`config.mk`:
```
export PLATFORM = sky130hd
export DESIGN_NAME = round_div_arbiter
export DESIGN_NICKNAME = d
export VERILOG_FILES = /design/src/rtl/round_div_arbiter.sv
export SDC_FILE = /design/constraint.sdc
export NUM_CORES = 1
export LEC_CHECK = 0
export CORE_MARGIN = 1.5
export CORE_UTILIZATION = 45
export CTS_BUF_LIST = sky130_fd_sc_hd__clkbuf_4 sky130_fd_sc_hd__clkbuf_8
export DETAILED_ROUTE_END_ITERATION = 10
export PLACE_DENSITY = 0.85
export SYNTH_ARGS = -nofsm -noshare
export SYNTH_HDL_FRONTEND = slang
export SYNTH_SLANG_ARGS = --single-unit
```
`constraint.sdc`:
```
create_clock -name clk -period 8.49 [get_ports clk]
set_input_delay 1.698 -clock clk [delete_from_list [all_inputs] [get_ports clk]]
set_output_delay 1.698 -clock clk [all_outputs]
set_load 0.1 [all_outputs]
```
`src/rtl/round_div_arbiter.sv`:
```
// Round-robin arbiter sharing one registered round-half-up divide-by-2^DIV_LOG2 stage.
// Optional ROUND_DIV_ARB_SAT_CNT_EN adds a saturating count of saturated results.
module round_div_arbiter #(
   parameter int NUM_REQ = 4,
   parameter int DIV_LOG2 = 3,
   parameter int OUT_WIDTH = 32,
   localparam int IN_WIDTH = OUT_WIDTH + DIV_LOG2,
   localparam int ID_W = $clog2(NUM_REQ)
) (
   input  logic clk,
   input  logic resetn,
   input  logic enable,
   input  logic [NUM_REQ-1:0] req_valid,
   input  logic [NUM_REQ*IN_WIDTH-1:0] req_data,
   output logic [NUM_REQ-1:0] req_ready,
   output logic out_valid,
   output logic [OUT_WIDTH-1:0] out_data,
   output logic [ID_W-1:0] out_id,
   input  logic out_ready,
`ifdef ROUND_DIV_ARB_SAT_CNT_EN
   output logic [15:0] sat_cnt,
`endif
   output logic busy
);

   logic [ID_W-1:0] ptr;
   logic [ID_W-1:0] gnt_id;
   logic [ID_W-1:0] ptr_nxt;
   logic [NUM_REQ-1:0] gnt;
   logic found;
   logic load;
   logic xfer;
   logic [OUT_WIDTH-1:0] q;
   logic r;
   logic [OUT_WIDTH:0] s;
   logic sat;
   logic [OUT_WIDTH-1:0] res;

   // resetn gates load so nothing is offered while reset is held
   assign load = resetn & enable & (~out_valid | out_ready);

   always_comb begin
      gnt = '0;
      gnt_id = '0;
      found = 1'b0;
      for (int k = 0; k < NUM_REQ; k++) begin
         int idx;
         idx = int'(ptr) + k;
         if (idx >= NUM_REQ) idx = idx - NUM_REQ;
         if (!found && req_valid[idx]) begin
            found = 1'b1;
            gnt_id = ID_W'(idx);
            gnt[idx] = 1'b1;
         end
      end
   end

   assign req_ready = load ? gnt : '0;
   assign xfer = load & found;
   assign ptr_nxt = (gnt_id == ID_W'(NUM_REQ - 1)) ? '0 : gnt_id + 1'b1;

   assign q = req_data[int'(gnt_id) * IN_WIDTH + DIV_LOG2 +: OUT_WIDTH];
   assign r = req_data[int'(gnt_id) * IN_WIDTH + DIV_LOG2 - 1];
   assign s = {1'b0, q} + {{OUT_WIDTH{1'b0}}, r};
   assign sat = s[OUT_WIDTH];
   assign res = sat ? q : s[OUT_WIDTH-1:0];

   always_ff @(posedge clk or negedge resetn) begin
      if (!resetn) begin
         ptr <= '0;
         out_valid <= 1'b0;
         out_data <= '0;
         out_id <= '0;
      end else if (xfer) begin
         ptr <= ptr_nxt;
         out_valid <= 1'b1;
         out_data <= res;
         out_id <= gnt_id;
      end else if (out_ready) begin
         out_valid <= 1'b0;
      end
   end

`ifdef ROUND_DIV_ARB_SAT_CNT_EN
   always_ff @(posedge clk or negedge resetn) begin
      if (!resetn) begin
         sat_cnt <= '0;
      end else if (xfer && sat && sat_cnt != 16'hFFFF) begin
         sat_cnt <= sat_cnt + 16'd1;
      end
   end
`endif

   assign busy = out_valid | (|req_valid);

endmodule

```
# Word level (Yosys, flattened, before mapping)
# Index checks and enable logic that the tools add are counted.
[totals]
ff_bits = 37
in_bits = 148
output_inout_bits = 40
elab_cells = 96
[classes]
add_sub_neg = 11
multipliers = 1
magnitude_cmp = 13
n_eq_ne = 1
shift = 1
muxes = 44
n_bitwise = 9
n_reduce_logical = 12
[ops]
columns = ["op", "count"]
rows = [
  ["32-bit 2-to-1 mux", 5],
  ["140-bit by 32-bit variable part select with 32-bit output", 1],
  ["32-bit by 1-bit greater-or-equal comparator with 1-bit output (second input constant)", 4],
  ["32-bit by 4-bit < comparator with 1-bit output (second input constant)", 4],
  ["32-bit by 1-bit adder with 33-bit output", 1],
  ["1-bit 2-to-1 mux", 20],
  ["4-bit 2-to-1 mux", 5],
  ["4-bit bitwise OR", 3],
  ["3-bit by 3-bit subtractor with 4-bit output (second input constant)", 3],
  ["10-bit < comparator (second input constant)", 1],
  ["2-bit 2-to-1 mux", 5],
  ["9-bit by 1-bit subtractor with 10-bit output (second input constant)", 1],
  ["8-bit by 2-bit adder with 9-bit output (second input constant)", 1],
  ["3-bit greater-or-equal comparator (second input constant)", 3],
  ["1-bit binary-select mux with 2-bit select", 4],
  ["1-bit binary-select mux with 8-bit select", 1],
  ["1-bit demux with 2-bit select", 4],
  ["2-bit by 6-bit multiplier with 8-bit output (second input constant)", 1],
  ["1-bit logical AND", 7],
  ["2-bit by 2-bit adder with 3-bit output (second input constant)", 2],
  ["4-bit OR reduction", 1],
  ["2-bit by 3-bit subtractor with 4-bit output (second input constant)", 1],
  ["2-bit by 1-bit adder with 3-bit output (second input constant)", 1],
  ["1-bit AND", 3],
  ["other kinds (7)", 10],
]

# Depth between registers and ports, before layout
[logic_depth]
depth_word = 23
mapped_depth = 28
depth_no_buf = 19

# Worst setup path after synthesis
# OpenSTA, ideal clock, no wires.
[synth_timing]
path_kind = "input to register"
from = "input req_valid[1]"
to = "register out_data[6]"
setup_time_ns = 0.082
arrival_time_ns = 6.756
required_ns = 8.408
slack_ns = 1.652
stages = 24
path_buffers = 7
cell_sequence = "buf_2 > and3b_1 > o211ai_2 > o211a_2 > clkbuf_1 > nor2_1 > inv_2 > buf_1 > clkbuf_1 > clkbuf_1 > ha_1 > mux4_2 > nand2_1 > and3_1 > a31oi_1 > ha_1 > o221ai_1 > nor3_2 > and4_1 > and4_1 > buf_2 > buf_2 > o21ai_0 > a31oi_1"
[synth_between]
elab_chain_len = 21
word_cells_on_any_way = 36
cone_classes = "add/sub (3); mul (1); shift (1); mux (24); bitwise (1); reduce/logical (6)"
[synth_rtl]
columns = ["item", "line", "source"]
rows = [
  ["from (decl)", "13", "input logic [NUM_REQ-1:0] req_valid,"],
  ["1-bit binary-select mux with 2-bit select", "50", "if (!found && req_valid[idx]) begin"],
  ["1-bit 2-to-1 mux (implied by the code) (2 in series)", "50", ""],
  ["1-bit 2-to-1 mux", "50", ""],
  ["1-bit zero test", "50", ""],
  ["1-bit logical AND", "50", ""],
  ["1-bit 2-to-1 mux", "50", ""],
  ["1-bit zero test", "50", ""],
  ["1-bit logical AND", "50", ""],
  ["[... 3 more ...]", "--", ""],
  ["2-bit 2-to-1 mux", "50", ""],
  ["2-bit by 6-bit multiplier with 8-bit output", "62, 63", ""],
  ["8-bit by 2-bit adder with 9-bit output", "62, 63", ""],
  ["9-bit by 1-bit subtractor with 10-bit output", "63", "assign r = req_data[int'(gnt_id) * IN_WIDTH + DIV_LOG2 - 1];"],
  ["1-bit binary-select mux with 8-bit select", "63", ""],
  ["1-bit 2-to-1 mux (implied by the code) (2 in series)", "63", ""],
  ["32-bit by 1-bit adder with 33-bit output", "64", "assign s = {1'b0, q} + {{OUT_WIDTH{1'b0}}, r};"],
  ["32-bit 2-to-1 mux", "66", "assign res = sat ? q : s[OUT_WIDTH-1:0];"],
  ["to (signal assigned)", "77", "out_data <= res;"],
  ["to (decl)", "17", "output logic [OUT_WIDTH-1:0] out_data,"],
]
# Parallel ways exist; a longest one is shown, timed or not. The select of a mux whose other input is x is not followed.
# A chain may end at the register's enable or synchronous reset.

# Worst setup path after layout
[layout_timing]
from = "input req_valid[1]"
to = "register out_data[11]"
# Same word-level chain as after synthesis.

==> results_tabular.tex <==
\begin{tabular}{lr}
\hline
Metric & Value \\
\hline
\multicolumn{2}{l}{\textbf{Die}} \\
\quad Die width & 101 um \\
\quad I/O pins & 188 \\
\quad Row count & 35 \\
\quad DIE AREA & 0.0103 mm2 \\
\quad Starting density of the core & 46.8\% \\
\quad DIE HEIGHT & 101 um \\
\quad Core area & 0.00933 mm2 \\
\multicolumn{2}{l}{\textbf{Min path}} \\
\quad Number of cells on the worst hold path & 2 \\
\quad Min-delay worst type & flop to flop \\
\multicolumn{2}{l}{\textbf{Power}} \\
\quad Part of the power in registers & 12.0\% \\
\quad Internal power component & 1.04 mW \\
\quad Leakage Power & 2.43 nW \\
\quad VDD IR-drop max & 205 uV \\
\quad Sw frac & 62.5\% \\
\quad Power density of the placed cells & 448 mW/mm2 \\
\quad Combinational fraction of design power & 83.4\% \\
\quad Part of the total power dissipated in the clock network & 4.6\% \\
\quad Reported net switching power & 1.74 mW \\
\multicolumn{2}{l}{\textbf{Global routing}} \\
\quad Overflow left after global routing & 0 \\
\quad Met3 Track Usage GR & 5.94\% \\
\quad Initial antenna violation count & 1 \\
\quad Most used routing layer in global routing & met2 \\
\quad Vias in the first global route & 5,377 \\
\quad Met2 demand-to-capacity share in global routing & 55.0\% \\
\quad Total routing resource utilization after global routing & 31.4\% \\
\quad First-pass GRT wire length & 25,400 um \\
\quad Largest net degree at the start of global routing & 70 \\
\quad Global routing met1 resource utilization & 36.4\% \\
\multicolumn{2}{l}{\textbf{Logic synthesis}} \\
\quad Dominant synthesized flop cell & sky130\_fd\_sc\_hd\_\_dfrtp\_1 \\
\quad Synthesis Warnings & 0 \\
\quad Number of cells produced by synthesis & 597 \\
\quad Synth async-reset ratio & 100\% \\
\quad Mean post-synth cell area & 7.31 um2 \\
\quad Cell taking the most area after synthesis & sky130\_fd\_sc\_hd\_\_dfrtp\_1 \\
\quad Yosys top cell area share & 21.2\% \\
\quad Proportion of synthesized chip area in sequential cells & 21.2\% \\
\quad Number of enable-type register cells in the synthesized netlist & 0 \\
\quad Synth Cell Area & 0.00436 mm2 \\
\quad Synthesized net count & 753 \\
\quad Unique cell type count in the Yosys netlist & 73 \\
\quad Synth area leaders & sky130\_fd\_sc\_hd\_\_dfrtp\_1, sky130\_fd\_sc\_hd\_\_nand2\_1, sky130\_fd\_sc\_hd\_\_o21ai\_0 \\
\quad Post-synthesis register bit count & 37 \\
\multicolumn{2}{l}{\textbf{Route}} \\
\quad DRC errors left & 0 \\
\quad Average via count per standard cell & 6.30 \\
\quad Remaining antenna violation count & 0 \\
\quad Wire length reported by the detailed router & 16,300 um \\
\quad Number of iterations in the first detailed-routing pass & 5 \\
\quad DRC marker count from the first detailed-route iteration & 401 \\
\quad Avg WL per Cell & 18.6 um \\
\quad Via total after detailed routing & 5,504 \\
\multicolumn{2}{l}{\textbf{Clocking}} \\
\quad Clock latency on the worst-skew pair & 300 ps \\
\quad Deepest clock path buffer count & 2 \\
\quad TritonCTS clock tree & built \\
\quad Post-CTS Setup Bufs & 0 \\
\quad Post-CTS clock slew at the launch and capture registers of the worst setup and hold paths & 80 ps \\
\quad H-tree lvl count & 2 \\
\quad Total CTS buffers & 5 \\
\quad Clock root cell & sky130\_fd\_sc\_hd\_\_clkbuf\_8 \\
\quad \# clock sinks & 37 \\
\quad Total of cells resized after clock tree synthesis & 0 \\
\quad Hold-fix buffer count after cts & 0 \\
\multicolumn{2}{l}{\textbf{Final layout}} \\
\quad Antenna diode instance count & 0 \\
\quad Share of cells above drive strength 1 & 6.98\% \\
\quad Leading cell types in the layout, fill and taps excluded & sky130\_fd\_sc\_hd\_\_clkdlybuf4s50\_1, sky130\_fd\_sc\_hd\_\_nand2\_1, sky130\_fd\_sc\_hd\_\_nor2\_1 \\
\quad Synthesis-to-finish area growth & 42.6\% \\
\quad Most common library cell in the layout ignoring fill and taps & sky130\_fd\_sc\_hd\_\_clkdlybuf4s50\_1 \\
\quad Post-route insts no fill & 874 \\
\quad Final \#Nets & 900 \\
\multicolumn{2}{l}{\textbf{Status}} \\
\quad Run status & completed \\
\multicolumn{2}{l}{\textbf{STA}} \\
\quad Worst slew slack as a fraction of its limit & 32.3\% \\
\quad Fin. Hold Viols & 0 \\
\quad Worst Clk Skew & 6.26 ps \\
\quad Time the worst path needs with I/O delays and setup & 7370 ps \\
\quad Final worst path period share & 86.8\% \\
\quad Achievable clock frequency & 0.136 GHz \\
\quad Setup Total Neg Slack & 0 ps \\
\quad Number of failing setup endpoints in the final timing report & 0 \\
\quad Transition time at the pin with the least slew margin & 1010 ps \\
\quad Number of max-slew violations in the final report & 0 \\
\quad Setup repair after global routing missed its margin & false \\
\multicolumn{2}{l}{\textbf{Worst setup path}} \\
\quad Gate family responsible for the most delay along the worst path & simple AND/OR/NAND/NOR gates \\
\quad Cell count along the critical path & 18 \\
\quad Largest stage delay, worst path & 790 ps \\
\quad Largest fanout on the critical path & 21 \\
\quad Depth of the worst register-to-register path & 19 \\
\quad Cells along the critical path & clkdlybuf4s50\_1 -> nor3b\_1 -> o211a\_1 -> nor2\_2 -> inv\_2 -> ha\_1 -> mux4\_2 -> nand2\_1 -> and3\_1 -> a31oi\_1 -> ha\_1 -> o221ai\_1 -> nor3\_2 -> buf\_4 -> and4\_1 -> nand4\_1 -> a31o\_2 -> a31oi\_1 \\
\quad Crit end category & flop \\
\quad Setup CP Type & input pin to flop \\
\quad Slack of the worst reg-to-reg path & 1660 ps \\
\quad Critical Path Start Type & input pin \\
\quad Required arrival time at the worst endpoint & 8720 ps \\
\quad Capturing point of the worst reg2reg path & out\_data[11] \\
\quad Buffers plus inverters on the worst setup path & 3 \\
\quad Reg-to-reg critical path startpoint & ptr[0] \\
\quad CP max stage cell & sky130\_fd\_sc\_hd\_\_nand4\_1 \\
\quad Arrival time of the worst setup path & 7600 ps \\
\quad Origin of the worst setup path & req\_valid[1] \\
\quad CP endpoint & out\_data[11] \\
\multicolumn{2}{l}{\textbf{Place}} \\
\quad Placed wire-length estimate & 12,300 um \\
\quad I/O Buffers & 182 \\
\quad Placed cell count & 866 \\
\quad GPL Wtd Cong & 0.868 \\
\multicolumn{2}{l}{\textbf{Job}} \\
\quad Number of max-cap violations & 0 \\
\hline
\end{tabular}
flip-flops by register name (all words and copies together) (netlist names):
register	count
out_id	2
ptr	2
out_data	32
out_valid	1
tightest hold or removal path, stage by stage (launching register included):
cell                      delay, ps
sky130_fd_sc_hd__dfrtp_1        350
sky130_fd_sc_hd__nand2_1         40
sky130_fd_sc_hd__o21ai_0         60
power by group through the flow:
stage / registers [mW] / logic (mW) / clock network (mW)
final: 0.334 / 2.32 / 0.127
after global routing: 0.344 / 2.46 / 0.133
after CTS: 0.333 / 2.30 / 0.127
after detailed placement: 0.337 / 2.29 / 0
after global placement: 0.332 / 2.24 / 0
after floorplan: 0.873 / 1.21 / 0
how the worst min path moves through the flow:
stage | start | to | slack, ps
5_1_grt | out_data[15] | out_data[15] | 500
4_1_cts | out_data[15] | out_data[15] | 480
3_5_place_dp | out_data[15] | out_data[15] | 470
6_report | out_data[24] | out_data[24] | 480
3_3_place_gp | out_data[15] | out_data[15] | 450
2_1_floorplan | ptr[1] | ptr[1] | 750
through the flow:
step	hold slack (ps)	utilization [%]	power, mW	worst slack, ps	area (um2)
2_1_floorplan	751	-	2.08	1650	4360
3_3_place_gp	455	65.8	2.57	1170	6140
3_5_place_dp	465	65.8	2.63	987	6140
4_1_cts	483	66.7	2.76	1250	6220
5_1_grt	503	66.7	2.94	712	6220
6_report	483	66.7	2.79	1120	6220
final cells by class:
type                       count  area, um2
sequential                    37        926
multi-input combinational    503       3140
clock buffer                   5       68.8
inverter                       6       27.5
clock inverter                 3       17.5
fill                         797       3100
tap                          129        161
timing repair buffer         191       1880
routing by layer:
layer	vias to the layer above	part of all wire [%]
li1	2545	-
met5	-	0.10
met1	2567	38
met4	2	4.3
met2	335	49
met3	55	9.2
cells by family after synthesis:
| kind of cell | count (synthesis) | synth area share [%] |
|---|---|---|
| DFF | 37 | 21.2 |
| muxes | 18 | 6.45 |
| buffers and inverters | 57 | 7.17 |
| AOI/OAI and AO/OA | 202 | 32.4 |
| adders and majority gates | 8 | 2.29 |
| and+or+nand+nor | 272 | 29.9 |
| xor gates and xnor gates | 3 | 0.602 |
cell usage after synthesis, types with 6 or more instances:
master and count:
sky130_fd_sc_hd__buf_6 7, sky130_fd_sc_hd__mux4_2 7, sky130_fd_sc_hd__clkbuf_1 23, sky130_fd_sc_hd__and3_1 18, sky130_fd_sc_hd__buf_2 14, sky130_fd_sc_hd__a21boi_0 23, sky130_fd_sc_hd__a21oi_1 8, sky130_fd_sc_hd__nor3_1 8
sky130_fd_sc_hd__dfrtp_1 37, sky130_fd_sc_hd__ha_1 8, sky130_fd_sc_hd__a31oi_1 35, sky130_fd_sc_hd__mux2i_1 9, sky130_fd_sc_hd__o211ai_1 10, sky130_fd_sc_hd__nor2_1 61, sky130_fd_sc_hd__a21o_1 6, sky130_fd_sc_hd__nand4_1 14
sky130_fd_sc_hd__or3_1 8, sky130_fd_sc_hd__a22oi_1 7, sky130_fd_sc_hd__nand2_1 105, sky130_fd_sc_hd__o21ai_0 53, sky130_fd_sc_hd__nand3_1 24
Power figures use the tool's default switching activity.
